### config.mk
export PLATFORM = sky130hd
export DESIGN_NAME = set_dispatch
export DESIGN_NICKNAME = d
export VERILOG_FILES = /design/src/rtl/set_dispatch.sv
export SDC_FILE = /design/constraint.sdc
export NUM_CORES = 1
export LEC_CHECK = 0
export BUFFER_PORTS_ARGS = -buffer_cell sky130_fd_sc_hd__buf_2
export CORE_UTILIZATION = 45
export DETAILED_ROUTE_END_ITERATION = 8
export PLACE_DENSITY = 0.7
export REMOVE_ABC_BUFFERS = 1
export SETUP_SLACK_MARGIN = 0.5
export SLEW_MARGIN = 20
export SYNTH_ARGS = -nofsm -noshare
export SYNTH_HDL_FRONTEND = slang
export SYNTH_SLANG_ARGS = --single-unit
### constraint.sdc
create_clock -name clk -period 2.35 [get_ports clk]
set_clock_uncertainty 0.2 [all_clocks]
set_input_delay 0.235 -clock clk [delete_from_list [all_inputs] [get_ports clk]]
set_output_delay 0.235 -clock clk [all_outputs]
set_load 0.02 [all_outputs]
### src/rtl/set_dispatch.sv
// Command front-end for the SET circle-membership engine: buffers host commands,
// issues them one at a time to SET, and returns the candidate count with its tag.
module set_dispatch #(
    parameter int DEPTH     = 4,
    parameter int TAG_W     = 4,
    parameter int EN_CYCLES = 2,
    parameter int TIMEOUT   = 1024
) (
    input  logic                    clk,
    input  logic                    rst,
    input  logic                    cmd_valid,
    output logic                    cmd_ready,
    input  logic [23:0]             cmd_central,
    input  logic [11:0]             cmd_radius,
    input  logic [1:0]              cmd_mode,
    input  logic [TAG_W-1:0]        cmd_tag,
    output logic                    set_en,
    output logic [23:0]             set_central,
    output logic [11:0]             set_radius,
    output logic [1:0]              set_mode,
    input  logic                    set_busy,
    input  logic                    set_valid,
    input  logic [7:0]              set_candidate,
    output logic                    res_valid,
    input  logic                    res_ready,
    output logic [7:0]              res_candidate,
    output logic [TAG_W-1:0]        res_tag,
    output logic [1:0]              res_mode,
    output logic                    res_err,
    output logic [$clog2(DEPTH):0]  fifo_count
);

    localparam int AW = $clog2(DEPTH);
    localparam int CW = AW + 1;
    localparam int WW = $clog2(TIMEOUT) + 1;
    localparam logic [CW-1:0] FULL    = CW'(DEPTH);
    localparam logic [1:0]    EN_LAST = 2'(EN_CYCLES - 1);
    localparam logic [WW-1:0] WD_LAST = WW'(TIMEOUT - 1);

    typedef enum logic [1:0] {IDLE, ISSUE, WAIT, RESULT} state_t;

    state_t state, state_nxt;

    logic [23:0]      fifo_central [DEPTH];
    logic [11:0]      fifo_radius  [DEPTH];
    logic [1:0]       fifo_mode    [DEPTH];
    logic [TAG_W-1:0] fifo_tag     [DEPTH];

    logic [AW-1:0]    wr_ptr;
    logic [AW-1:0]    rd_ptr;
    logic [TAG_W-1:0] cur_tag;
    logic [1:0]       en_cnt;
    logic [WW-1:0]    wd;
    logic             push;
    logic             pop;
    logic             timeout_hit;

    // No bypass: a full FIFO refuses a push even when a pop happens in the same cycle.
    assign cmd_ready   = (fifo_count != FULL);
    assign push        = cmd_valid && cmd_ready;
    assign pop         = (state == IDLE) && (state_nxt == ISSUE);
    assign timeout_hit = (wd == WD_LAST);
    assign set_en      = (state == ISSUE);
    assign res_valid   = (state == RESULT);

    always_ff @(posedge clk) begin
        if (push) begin
            fifo_central[wr_ptr] <= cmd_central;
            fifo_radius[wr_ptr]  <= cmd_radius;
            fifo_mode[wr_ptr]    <= cmd_mode;
            fifo_tag[wr_ptr]     <= cmd_tag;
        end
    end

    always_ff @(posedge clk or negedge rst) begin
        if (!rst) begin
            wr_ptr     <= '0;
            rd_ptr     <= '0;
            fifo_count <= '0;
        end else begin
            if (push) wr_ptr <= wr_ptr + AW'(1);
            if (pop)  rd_ptr <= rd_ptr + AW'(1);
            case ({push, pop})
                2'b10:   fifo_count <= fifo_count + CW'(1);
                2'b01:   fifo_count <= fifo_count - CW'(1);
                default: fifo_count <= fifo_count;
            endcase
        end
    end

    always_ff @(posedge clk or negedge rst) begin
        if (!rst) state <= IDLE;
        else      state <= state_nxt;
    end

    // set_valid takes priority over a watchdog expiry landing in the same cycle.
    always_comb begin
        state_nxt = state;
        case (state)
            IDLE:    if (fifo_count != '0 && !set_busy) state_nxt = ISSUE;
            ISSUE:   if (en_cnt == EN_LAST) state_nxt = WAIT;
            WAIT:    if (set_valid || timeout_hit) state_nxt = RESULT;
            RESULT:  if (res_ready) state_nxt = IDLE;
            default: state_nxt = IDLE;
        endcase
    end

    always_ff @(posedge clk or negedge rst) begin
        if (!rst) begin
            set_central   <= '0;
            set_radius    <= '0;
            set_mode      <= '0;
            cur_tag       <= '0;
            en_cnt        <= '0;
            wd            <= '0;
            res_candidate <= '0;
            res_tag       <= '0;
            res_mode      <= '0;
            res_err       <= 1'b0;
        end else begin
            if (pop) begin
                set_central <= fifo_central[rd_ptr];
                set_radius  <= fifo_radius[rd_ptr];
                set_mode    <= fifo_mode[rd_ptr];
                cur_tag     <= fifo_tag[rd_ptr];
                en_cnt      <= '0;
                wd          <= '0;
            end
            if (state == ISSUE) begin
                en_cnt <= en_cnt + 2'd1;
                wd     <= wd + WW'(1);
            end
            if (state == WAIT) begin
                wd <= wd + WW'(1);
                if (set_valid) begin
                    res_candidate <= set_candidate;
                    res_tag       <= cur_tag;
                    res_mode      <= set_mode;
                    res_err       <= 1'b0;
                end else if (timeout_hit) begin
                    res_candidate <= '0;
                    res_tag       <= cur_tag;
                    res_mode      <= set_mode;
                    res_err       <= 1'b1;
                end
            end
        end
    end

endmodule

==> reports/results.ini, run 1 <==
[die]
core.rowCount=52
core_um2=20400
die_w_um=147
dieArea_um2=21600
die_h_um=147
start_util_pct=46.2
ios=115

[power_and_ir_drop]
p_per_area_nw_per_um2=1310
vdd_drop_max_uv=990
total_power_w=0.0161
p_leak_nw=4.73

[global_routing]
track_usage_pct=18.1
grt_max_degree=49
grt_first_pass_wirelength_um=30100
antenna_found_initial=0
overflow=0
grt_pass1_vias=5636

[placement]
numPortBuffers=114
dp_slack_ns=0.0195
gp_congestion=0.766
dp_hpwl_um=10600

[sta]
setup_slack_ns=0.236
setup_viol=0
max_freq_ghz=0.473
rsz0062_at_grt=true
worstMarginPinSlew_ns=0.733
final_max_slew_viol_count=0
hold_viol=0
finalCritPeriodShare_pct=89.9
max_slew_margin_pct=51.1
finalCriticalPeriod_ns=2.11

[setup_path]
worstSetupEndpointType=flip-flop
worstPathCellList=or3_4 > nor2_4 > ha_4 > inv_2 > fa_2 > xor2_1 > nor2_1 > xor2_1
cp-endpoint=fifo_count[2]$_DFFE_PN0P_
crit_path_top_delay_cell=or3_4
arrival_ns=2.35
r2r-end=fifo_count[2]$_DFFE_PN0P_
cp.required_ns=2.58
critPathLaunchType=flip-flop
path_class=flip-flop to flip-flop
r2r_cells=8
rr_startpoint=state[0]$_DFF_PN0_
startpoint=state[0]$_DFF_PN0_
ff2ff_setup_slack_ns=0.24
cp_slowest_stage_delay_ns=0.39
cp_max_fo=2
path_common_cell=xor2_1

[synthesis]
synth_cell_types=36
synthCells=490
synthesis.area_um2=9450
avgSynthCellArea_um2=19.3
synth.yosys.seq_area_share_pct=74.3
synth-edff-count=168
synth-seq-cells=247
synthArstFlopShare_pct=32.0
synth_top_flop_cell=edfxtp_1
ys_warn_count=0

[cells_and_area]
final_cell_mix=edfxtp_1 (168), buf_2 (111), dfrtp_1 (76), dlygate4sd3_1 (53), mux2_2 (43)
final_common_cell=edfxtp_1
multi_input_area_um2=2330
fill_cells=1504
seq_area_um2=7030
syn_to_final_growth_pct=29.8
diodes=0
num-nets-final=769
drive_gt1_share_pct=43.2

[detailed_routing]
drc_errors=0
ant_nets=0
drt_pre_antenna_iters=4
wl_per_cell_um=19.9
drtIter0Drc=267
vias=5240
wl_um=19800
vias_per_cell=5.27

[run]
cap_violations=0

[clock_tree]
numCtsBuffers=25
path_clk_slew_ns=0.06
clock_sinks=247
htreeDepth=1
clockRootBuffer=clkbuf_16
cts_max_path_buffers=3
cts_tree=yes
worstSkewPairLatency_ns=0.52

[hold_path]
hp-class=input pin to flip-flop
hp-start=set_busy

[run_status]
status=finished clean

-- metrics by stage --
| stage | setup TNS, ns | std cells | hold slack (ns) | instance area, um^2 | utilization [%] |
|---|---|---|---|---|---|
| 5_1_grt | 0 | 994 | 0.0510 | 12300 | 60.0 |
| 3_3_place_gp | 0 | 872 | 0.147 | 10500 | 51.4 |
| 4_1_cts | 0 | 983 | -0.00117 | 12000 | 58.9 |
| 3_5_place_dp | 0 | 872 | 0.157 | 10500 | 51.4 |
| 6_report | 0 | 994 | 0.0256 | 12300 | 60.0 |
| 2_1_floorplan | -73.83 | 467 | -0.261 | 9300 | - |
-- routing by layer --
metal / wire (um) / global-route usage, %
met5: 0 / 0
met2: 10200 / 31.2
met1: 8210 / 23.6
met4: 350 / 5.05
met3: 1030 / 3.26
-- worst min path at each step --
stage | end | cells past startpoint
floorplan | cur_tag[0]$_DFFE_PN0P_ | 0
global placement | set_radius[11]$_DFFE_PN0P_ | 1
detailed placement | set_radius[11]$_DFFE_PN0P_ | 1
CTS | en_cnt[0]$_DFFE_PN0P_ | 5
global route | res_err$_DFFE_PN0P_ | 4
finish | en_cnt[0]$_DFFE_PN0P_ | 5
-- sequential cells by signal, summed over array words and instances, names as in the netlist --
| name | cells |
|---|---|
| res_mode | 2 |
| rd_ptr | 2 |
| set_radius | 12 |
| res_candidate | 8 |
| fifo_count | 3 |
| res_tag | 4 |
| en_cnt | 2 |
| wd | 11 |
| state | 2 |
| fifo_tag | 16 |
| res_err | 1 |
| cur_tag | 4 |
| wr_ptr | 2 |
| fifo_central | 96 |
| fifo_mode | 8 |
| set_central | 24 |
| set_mode | 2 |
| fifo_radius | 48 |
-- synth_stat cells, types with 2 or more instances --
cell      instances  area share [%]
mux4_2           42              10
clkbuf_1          7            0.28
xor2_1            7            0.65
or3_1             2            0.13
ha_1              7            0.93
xnor2_1           4            0.37
and4_1            2            0.19
inv_1             9            0.36
buf_6             6            0.72
a31oi_1           4            0.26
mux2i_1           2            0.21
nor2_1            9            0.36
dfrtp_1          79              21
o21ai_0          21             1.1
and3_1            5            0.33
o22ai_1           3            0.20
a21oi_1           3            0.16
nand3_1           4            0.21
nor3_1            2            0.11
mux2_2           43             5.1
and2_1            3            0.20
buf_2            10            0.53
nand4_1           3            0.20
edfxtp_1        168              53
nand2_1          29             1.2
mux2_4            6            0.95
-- cells by family (layout without fill, tap and decap cells) --
group / Yosys count / count (layout) / synth area share, %
AOI/OAI and AO/OA: 33 / 33 / 1.89
adders and majority gates: 8 / 8 / 1.14
buffers and inverters: 32 / 266 / 1.88
DFF: 247 / 247 / 74.3
and+or+nand+nor: 66 / 66 / 3.44
muxes: 93 / 93 / 16.3
xor gates and xnor gates: 11 / 11 / 1.02
-- critical path: cells and delay by family, from the launching register on --
family | cells | cell delay, ns
xor+xnor | 2 | 0.31
buf+inv | 1 | 0.03
simple gates | 3 | 0.65
flops | 1 | 0.37
fa+ha+maj | 2 | 0.47
-- layout make-up --
cell class / count / area share, %
clock inverter: 8 / 0.551
clock buffer: 38 / 6.00
multi-input combinational: 211 / 19.0
tap: 270 / 2.75
timing repair buffer: 211 / 14.1
inverter: 9 / 0.275
sequential: 247 / 57.3
-- report_power, final --
| group | switching (W) | total (W) | internal [W] | leakage [nW] |
|---|---|---|---|---|
| Combinational | 0.00286 | 0.00563 | 0.00277 | 1.84 |
| Clock | 0.00156 | 0.00383 | 0.00227 | 0.398 |
| Sequential | 0.000647 | 0.00662 | 0.00597 | 2.50 |
-- timing repair --
item / in CTS / in global routing
hold buffers: 53 / 0
endpoints found under the setup margin: 54 / 60
gates cloned: 2 / 5
hold endpoints to repair: 227 / 0
pin swaps: 5 / 3
buffers inserted: 10 / 6
gates resized for setup: 20 / 17
No activity file was read; power rests on OpenSTA's default activity.
==> inputs of run 2 (changes only) <==
CELL_PAD_IN_SITES_DETAIL_PLACEMENT = 0   (was not set)
CELL_PAD_IN_SITES_GLOBAL_PLACEMENT = 1   (was not set)
CORE_ASPECT_RATIO = 1.1   (was not set)
PLACE_DENSITY = 0.79   (was 0.7)
SLEW_MARGIN = 30   (was 20)
==> run 2 against run 1 <==
The run now ends with hold timing left. Count of clock-buffer cells in the layout fell by 7. Total power increased by 0.40%. Sequential cell count is the same. Core utilization fell by 0.34 points. Fmax up 0.28%. Register-to-register slack about the same. Via count barely moved. Largest cell class unchanged. Highest routed layer unchanged.
==> reports/results.ini, run 2 (synthesis gave the netlist of run 1 again) <==
[clock_tree]
worstSkewPairLatency_ns=0.52
cts_max_path_buffers=3
numCtsBuffers=25
clockRootBuffer=clkbuf_16
htreeDepth=1
path_clk_slew_ns=0.06
holdBufCountCts=53
cts_tree=yes
clock_sinks=247

[power_and_ir_drop]
internal-power_w=0.0110
combPwrFrac_pct=36.1
pwr-share-clk_pct=23.5
power_switching_share_pct=31.6
vdd_drop_max_uv=710
p_leak_nw=4.75
p_switching_w=0.00511
p_per_area_nw_per_um2=1320
pwr-share-seq_pct=40.5

[setup_path]
critPathLaunchType=flip-flop
r2r_cells=9
path_class=flip-flop to flip-flop
worstSetupEndpointType=flip-flop
cp_max_fo=7
r2r-end=state[0]$_DFF_PN0_
rr_startpoint=fifo_count[0]$_DFFE_PN0P_
cp.required_ns=2.55
ff2ff_setup_slack_ns=0.24
arrival_ns=2.30

[die]
die_h_um=154
core_um2=20600
start_util_pct=45.9
ios=115
dieArea_um2=21600
die_w_um=140
core.rowCount=55

[cells_and_area]
reg.largest.list=fifo_central: 96 flops, fifo_radius: 48 flops, set_central: 24 flops
drive_gt1_share_pct=43.9
fill_cells=1520
num-nets-final=772
final_common_cell=edfxtp_1
syn_to_final_growth_pct=30.0
fin_util_pct=59.7
final_cell_mix=edfxtp_1 (168), buf_2 (112), dfrtp_1 (77), dlygate4sd3_1 (53)
instances_no_fill=984
largest_reg_flops=96
top_register=fifo_central

[global_routing]
track_usage_pct=18.4
overflow=0
antenna_found_initial=1
grt_use_met1_pct=23.8
grtUsageMet3_pct=3.15
grt_pass1_vias=5528
grt_max_degree=52
gr-max-usage-layer=met2
grt_first_pass_wirelength_um=30100
met2_usage_pct=31.8

[detailed_routing]
ant_nets=0
drtIter0Drc=384
wl_um=19400
vias=5245
vias_per_cell=5.33
drc_errors=0
drt_pre_antenna_iters=5
wl_per_cell_um=19.7

[hold_path]
hp-class=input pin to flip-flop
worstHoldEndpoint=wr_ptr[1]$_DFFE_PN0P_
hp-start=cmd_valid
min_path_cells=3

[sta]
final_max_slew_viol_count=0
setup_viol=0
finalCritPeriodShare_pct=89.7
whs_ns=-0.0539
setup_slack_ns=0.242
worstMarginPinSlew_ns=0.477
hold_viol=1
rsz0062_at_grt=true
max_slew_margin_pct=68.2
finalCriticalPeriod_ns=2.11
max_freq_ghz=0.474

[run_status]
status=complete, but fails checks
failed_checks=hold timing

[placement]
placed_cells=855
gp_congestion=0.793
dp_hpwl_um=10200
numPortBuffers=114
dp_slack_ns=0.0245

[run]
cap_violations=0

## run 2: changes by cell type in the layout (fill, tap and decap cells not counted), sizes merged
| cell | previous run | this run |
|---|---|---|
| buf | 154 | 157 |
| clkinv | 6 | 10 |
| bufinv | 1 | 2 |
| clkinvlp | 0 | 2 |
| diode | 0 | 1 |
| clkbuf | 42 | 33 |
| bufbuf | 0 | 2 |
## run 2: how the worst max path moves through the flow
| stage | start | end | slack [ns] | depth (start not counted) |
|---|---|---|---|---|
| final | fifo_count[0]$_DFFE_PN0P_ | state[0]$_DFF_PN0_ | 0.24 | 9 |
| after floorplan | state[1]$_DFF_PN0_ | fifo_count[2]$_DFFE_PN0P_ | -1.25 | 8 |
| after detailed placement | state[1]$_DFF_PN0_ | fifo_count[2]$_DFFE_PN0P_ | 0.02 | 8 |
| after CTS | state[0]$_DFF_PN0_ | fifo_count[2]$_DFFE_PN0P_ | 0.21 | 8 |
| after global placement | state[1]$_DFF_PN0_ | fifo_count[2]$_DFFE_PN0P_ | 0.08 | 8 |
| after global routing | fifo_count[1]$_DFFE_PN0P_ | state[0]$_DFF_PN0_ | 0.17 | 9 |
## run 2: critical path, stage by stage (launching register included)
cell,delay [ns]
dfrtp_1,0.40
buf_6,0.13
nor3_2,0.17
buf_4,0.15
nor2_4,0.04
buf_4,0.13
buf_12,0.13
buf_12,0.14
buf_16,0.15
or3_1,0.35
## run 2: what timing repair did
action | 4_1_cts | 5_1_grt
setup endpoints to repair | 54 | 67
buffers inserted | 15 | 7
endpoints found under the hold margin | 259 | 1
resized for setup | 21 | 28
pin swaps | 7 | 7
gates cloned | 5 | 2
## run 2: per-stage QoR
stage	area, um^2	TNS, ns	total power, W
floorplan	9300	-73.83	0.00978
global placement	10400	0	0.0114
detailed placement	10400	0	0.0116
CTS	12100	0	0.0160
global route	12300	0	0.0170
finish	12300	0	0.0162
## run 2: cell type report
type	count	area (um^2)	area share (%)
diodes	1	2.50	0.0204
clock buffers	31	658	5.36
clock inverters	15	129	1.05
inverters	9	33.8	0.275
multi-input cells	211	2370	19.3
flip-flops and latches	247	7030	57.2
well taps	256	320	2.61
repair buffers	214	1740	14.2
## run 2: routing by layer
| layer | routed length, um | part of all wire (%) |
|---|---|---|
| met3 | 1050 | 5.4 |
| met2 | 9850 | 51 |
| met1 | 7990 | 41 |
| met4 | 495 | 2.6 |
| met5 | 0 | 0 |
## run 2: power by group through the flow
stage                     combinational, W  clock [W]  sequential [W]
after floorplan                    0.00243          0         0.00735
after global placement             0.00477          0         0.00661
after detailed placement           0.00489          0         0.00667
after CTS                          0.00560    0.00385         0.00654
after global routing               0.00626    0.00404         0.00666
final                              0.00582    0.00379         0.00654
==> inputs of run 3 (changes only) <==
CAP_MARGIN = 0   (was not set)
CELL_PAD_IN_SITES_DETAIL_PLACEMENT = 2   (was 0)
CELL_PAD_IN_SITES_GLOBAL_PLACEMENT = 2   (was 1)
CORE_UTILIZATION = 39   (was 45)
PLACE_DENSITY = 0.78   (was 0.79)
==> run 3 against run 2 <==
The run still ends with hold timing left. Count of clock-buffer cells in the layout fell by 1. Sequential share of layout area fell by 2.3 points. Register-to-register slack got worse by 0.09 ns. First-iteration DRC count fell by 41%. Non-clock buffer count rose by 18. Critical path depth fell by 1. Via count rose by 4.2%. Largest power group unchanged. Fmax fell by 4.2%. Critical endpoint is now res_tag[3]$_DFFE_PN0P_. Core utilization fell by 5.7 points. Combinational power rose by 15%. Final area rose by 4.1%.
==> reports/results.ini, run 3 (synthesis gave the netlist of run 1 again) <==
[run_status]
failed_checks=hold timing
status=complete, but fails checks

[clock_tree]
htreeDepth=1
path_clk_slew_ns=0.06
numCtsBuffers=26
cts_max_path_buffers=3
clockRootBuffer=clkbuf_16
worstSkewPairLatency_ns=0.54
cts_tree=yes
clock_sinks=247

[detailed_routing]
vias=5466
drt_pre_antenna_iters=4
drc_errors=0
ant_nets=0
wl_per_cell_um=26.2
vias_per_cell=5.20
wl_um=27600
drtIter0Drc=226

[cells_and_area]
stdcell_area_um2=12800
reg.largest.list=fifo_central: 96 flops, fifo_radius: 48 flops, set_central: 24 flops
diodes=0
final_common_cell=edfxtp_1
top_register=fifo_central
final_cell_mix=edfxtp_1 (168), buf_2 (112), dfrtp_1 (77), dlygate4sd3_1 (53), mux4_2 (42)
syn_to_final_growth_pct=35.3
drive_gt1_share_pct=46.3
num-nets-final=791
largest_reg_flops=96

[placement]
gp_congestion=0.747
dp_slack_ns=0.0750
dp_hpwl_um=14000
numPortBuffers=114
place_area_um2=10600

[sta]
fin_tns_setup_ns=0
rsz0062_at_grt=true
max_freq_ghz=0.454
whs_ns=-0.0118
finalCriticalPeriod_ns=2.20
finalCritPeriodShare_pct=93.7
setup_viol=0
worstMarginPinSlew_ns=0.660
hold_viol=1
setup_slack_ns=0.149
max_slew_margin_pct=56.0
final_max_slew_viol_count=0

[die]
core.rowCount=59
die_w_um=150
die_h_um=165
core_um2=23700
ios=115
start_util_pct=39.9
dieArea_um2=24900

[setup_path]
cp_slowest_stage_delay_ns=0.42
path_class=flip-flop to flip-flop
r2r-end=res_tag[3]$_DFFE_PN0P_
worstSetupEndpointType=flip-flop
crit_path_top_delay_cell=dfrtp_1
ff2ff_setup_slack_ns=0.15
critPathLaunchType=flip-flop
path_common_cell=buf_6
worstPathCellList=buf_4 > buf_6 > buf_6 > buf_6 > nor3b_2 > and4_4 > or2_4 > mux2_4
path_buf_inv=4
cp_top_family=simple AND/OR/NAND/NOR gates
rr_startpoint=state[0]$_DFF_PN0_
cp_max_fo=7
arrival_ns=2.42
cp.required_ns=2.57
r2r_cells=8

[power_and_ir_drop]
total_power_w=0.0180
p_per_area_nw_per_um2=1410
p_leak_nw=5.02
vdd_drop_max_uv=737

[global_routing]
grt_pass1_vias=6327
track_usage_pct=22.2
grt_first_pass_wirelength_um=40000
grt_max_degree=44
overflow=0
antenna_found_initial=0

[hold_path]
hp-start=set_busy
worstHoldEndpoint=en_cnt[0]$_DFFE_PN0P_
min_path_cells=4
hp-class=input pin to flip-flop

[run]
cap_violations=0

## run 3: cell count changes in the layout (fill, tap and decap cells not counted), sizes merged
cell      change
clkbuf        -2
bufbuf        -2
diode         -1
inv           -1
clkinvlp      -2
clkinv        +2
buf          +21
bufinv        +4
## run 3: how the worst max path moves through the flow
| stage | slack (ns) | to | start | cells past startpoint |
|---|---|---|---|---|
| after CTS | 0.18 | fifo_count[2]$_DFFE_PN0P_ | state[0]$_DFF_PN0_ | 8 |
| after detailed placement | 0.07 | fifo_count[2]$_DFFE_PN0P_ | state[1]$_DFF_PN0_ | 8 |
| after global routing | 0.05 | fifo_count[2]$_DFFE_PN0P_ | state[0]$_DFF_PN0_ | 8 |
| after floorplan | -1.25 | fifo_count[2]$_DFFE_PN0P_ | state[1]$_DFF_PN0_ | 8 |
| after global placement | 0.09 | fifo_count[2]$_DFFE_PN0P_ | state[1]$_DFF_PN0_ | 8 |
| final | 0.15 | res_tag[3]$_DFFE_PN0P_ | state[0]$_DFF_PN0_ | 8 |
## run 3: power breakdown
| group | total, W | internal [W] | switching, W |
|---|---|---|---|
| registers | 0.00670 | 0.00598 | 0.000720 |
| clock network | 0.00457 | 0.00278 | 0.00179 |
| logic | 0.00670 | 0.00328 | 0.00342 |
## run 3: area by class of cell
type | count | area (um^2)
Clock buffer | 30 | 696
Tap cell | 305 | 382
Sequential cell | 247 | 7030
Inverter | 9 | 33.8
Timing Repair Buffer | 232 | 1950
Multi-Input combinational cell | 211 | 2450
Clock inverter | 18 | 253
Fill cell | 2070 | 10900
## run 3: repair_timing
action,4_1_cts,5_1_grt
pin swaps,9,6
hold endpoints to repair,221,0
buffers inserted,21,11
resized for setup,68,30
gates cloned,6,3
setup endpoints to repair,82,99
hold buffers,53,0
## run 3: tightest hold or removal path: stages
cell	delay (ns)
buf_2	0.10
or3_4	0.16
o211ai_1	0.09
o21ai_0	0.08
## run 3: stage by stage
step | hold slack, ns | instances | util (%)
2_1_floorplan | -0.261 | 467 | -
3_3_place_gp | 0.0975 | 910 | 44.5
3_5_place_dp | 0.112 | 910 | 44.5
4_1_cts | -0.0631 | 1038 | 53.1
5_1_grt | 0.0367 | 1052 | 54.0
6_report | -0.0118 | 1052 | 54.0
## run 3: layer usage
layer  vias to the layer above  track usage [%]  part of all wire, %
met2                       165             41.3                   55
met1                      2878             26.8                   39
met5                         -                0                    0
met3                        44             3.54                  4.4
met4                         0             5.23                  2.2
li1                       2379                -                    -
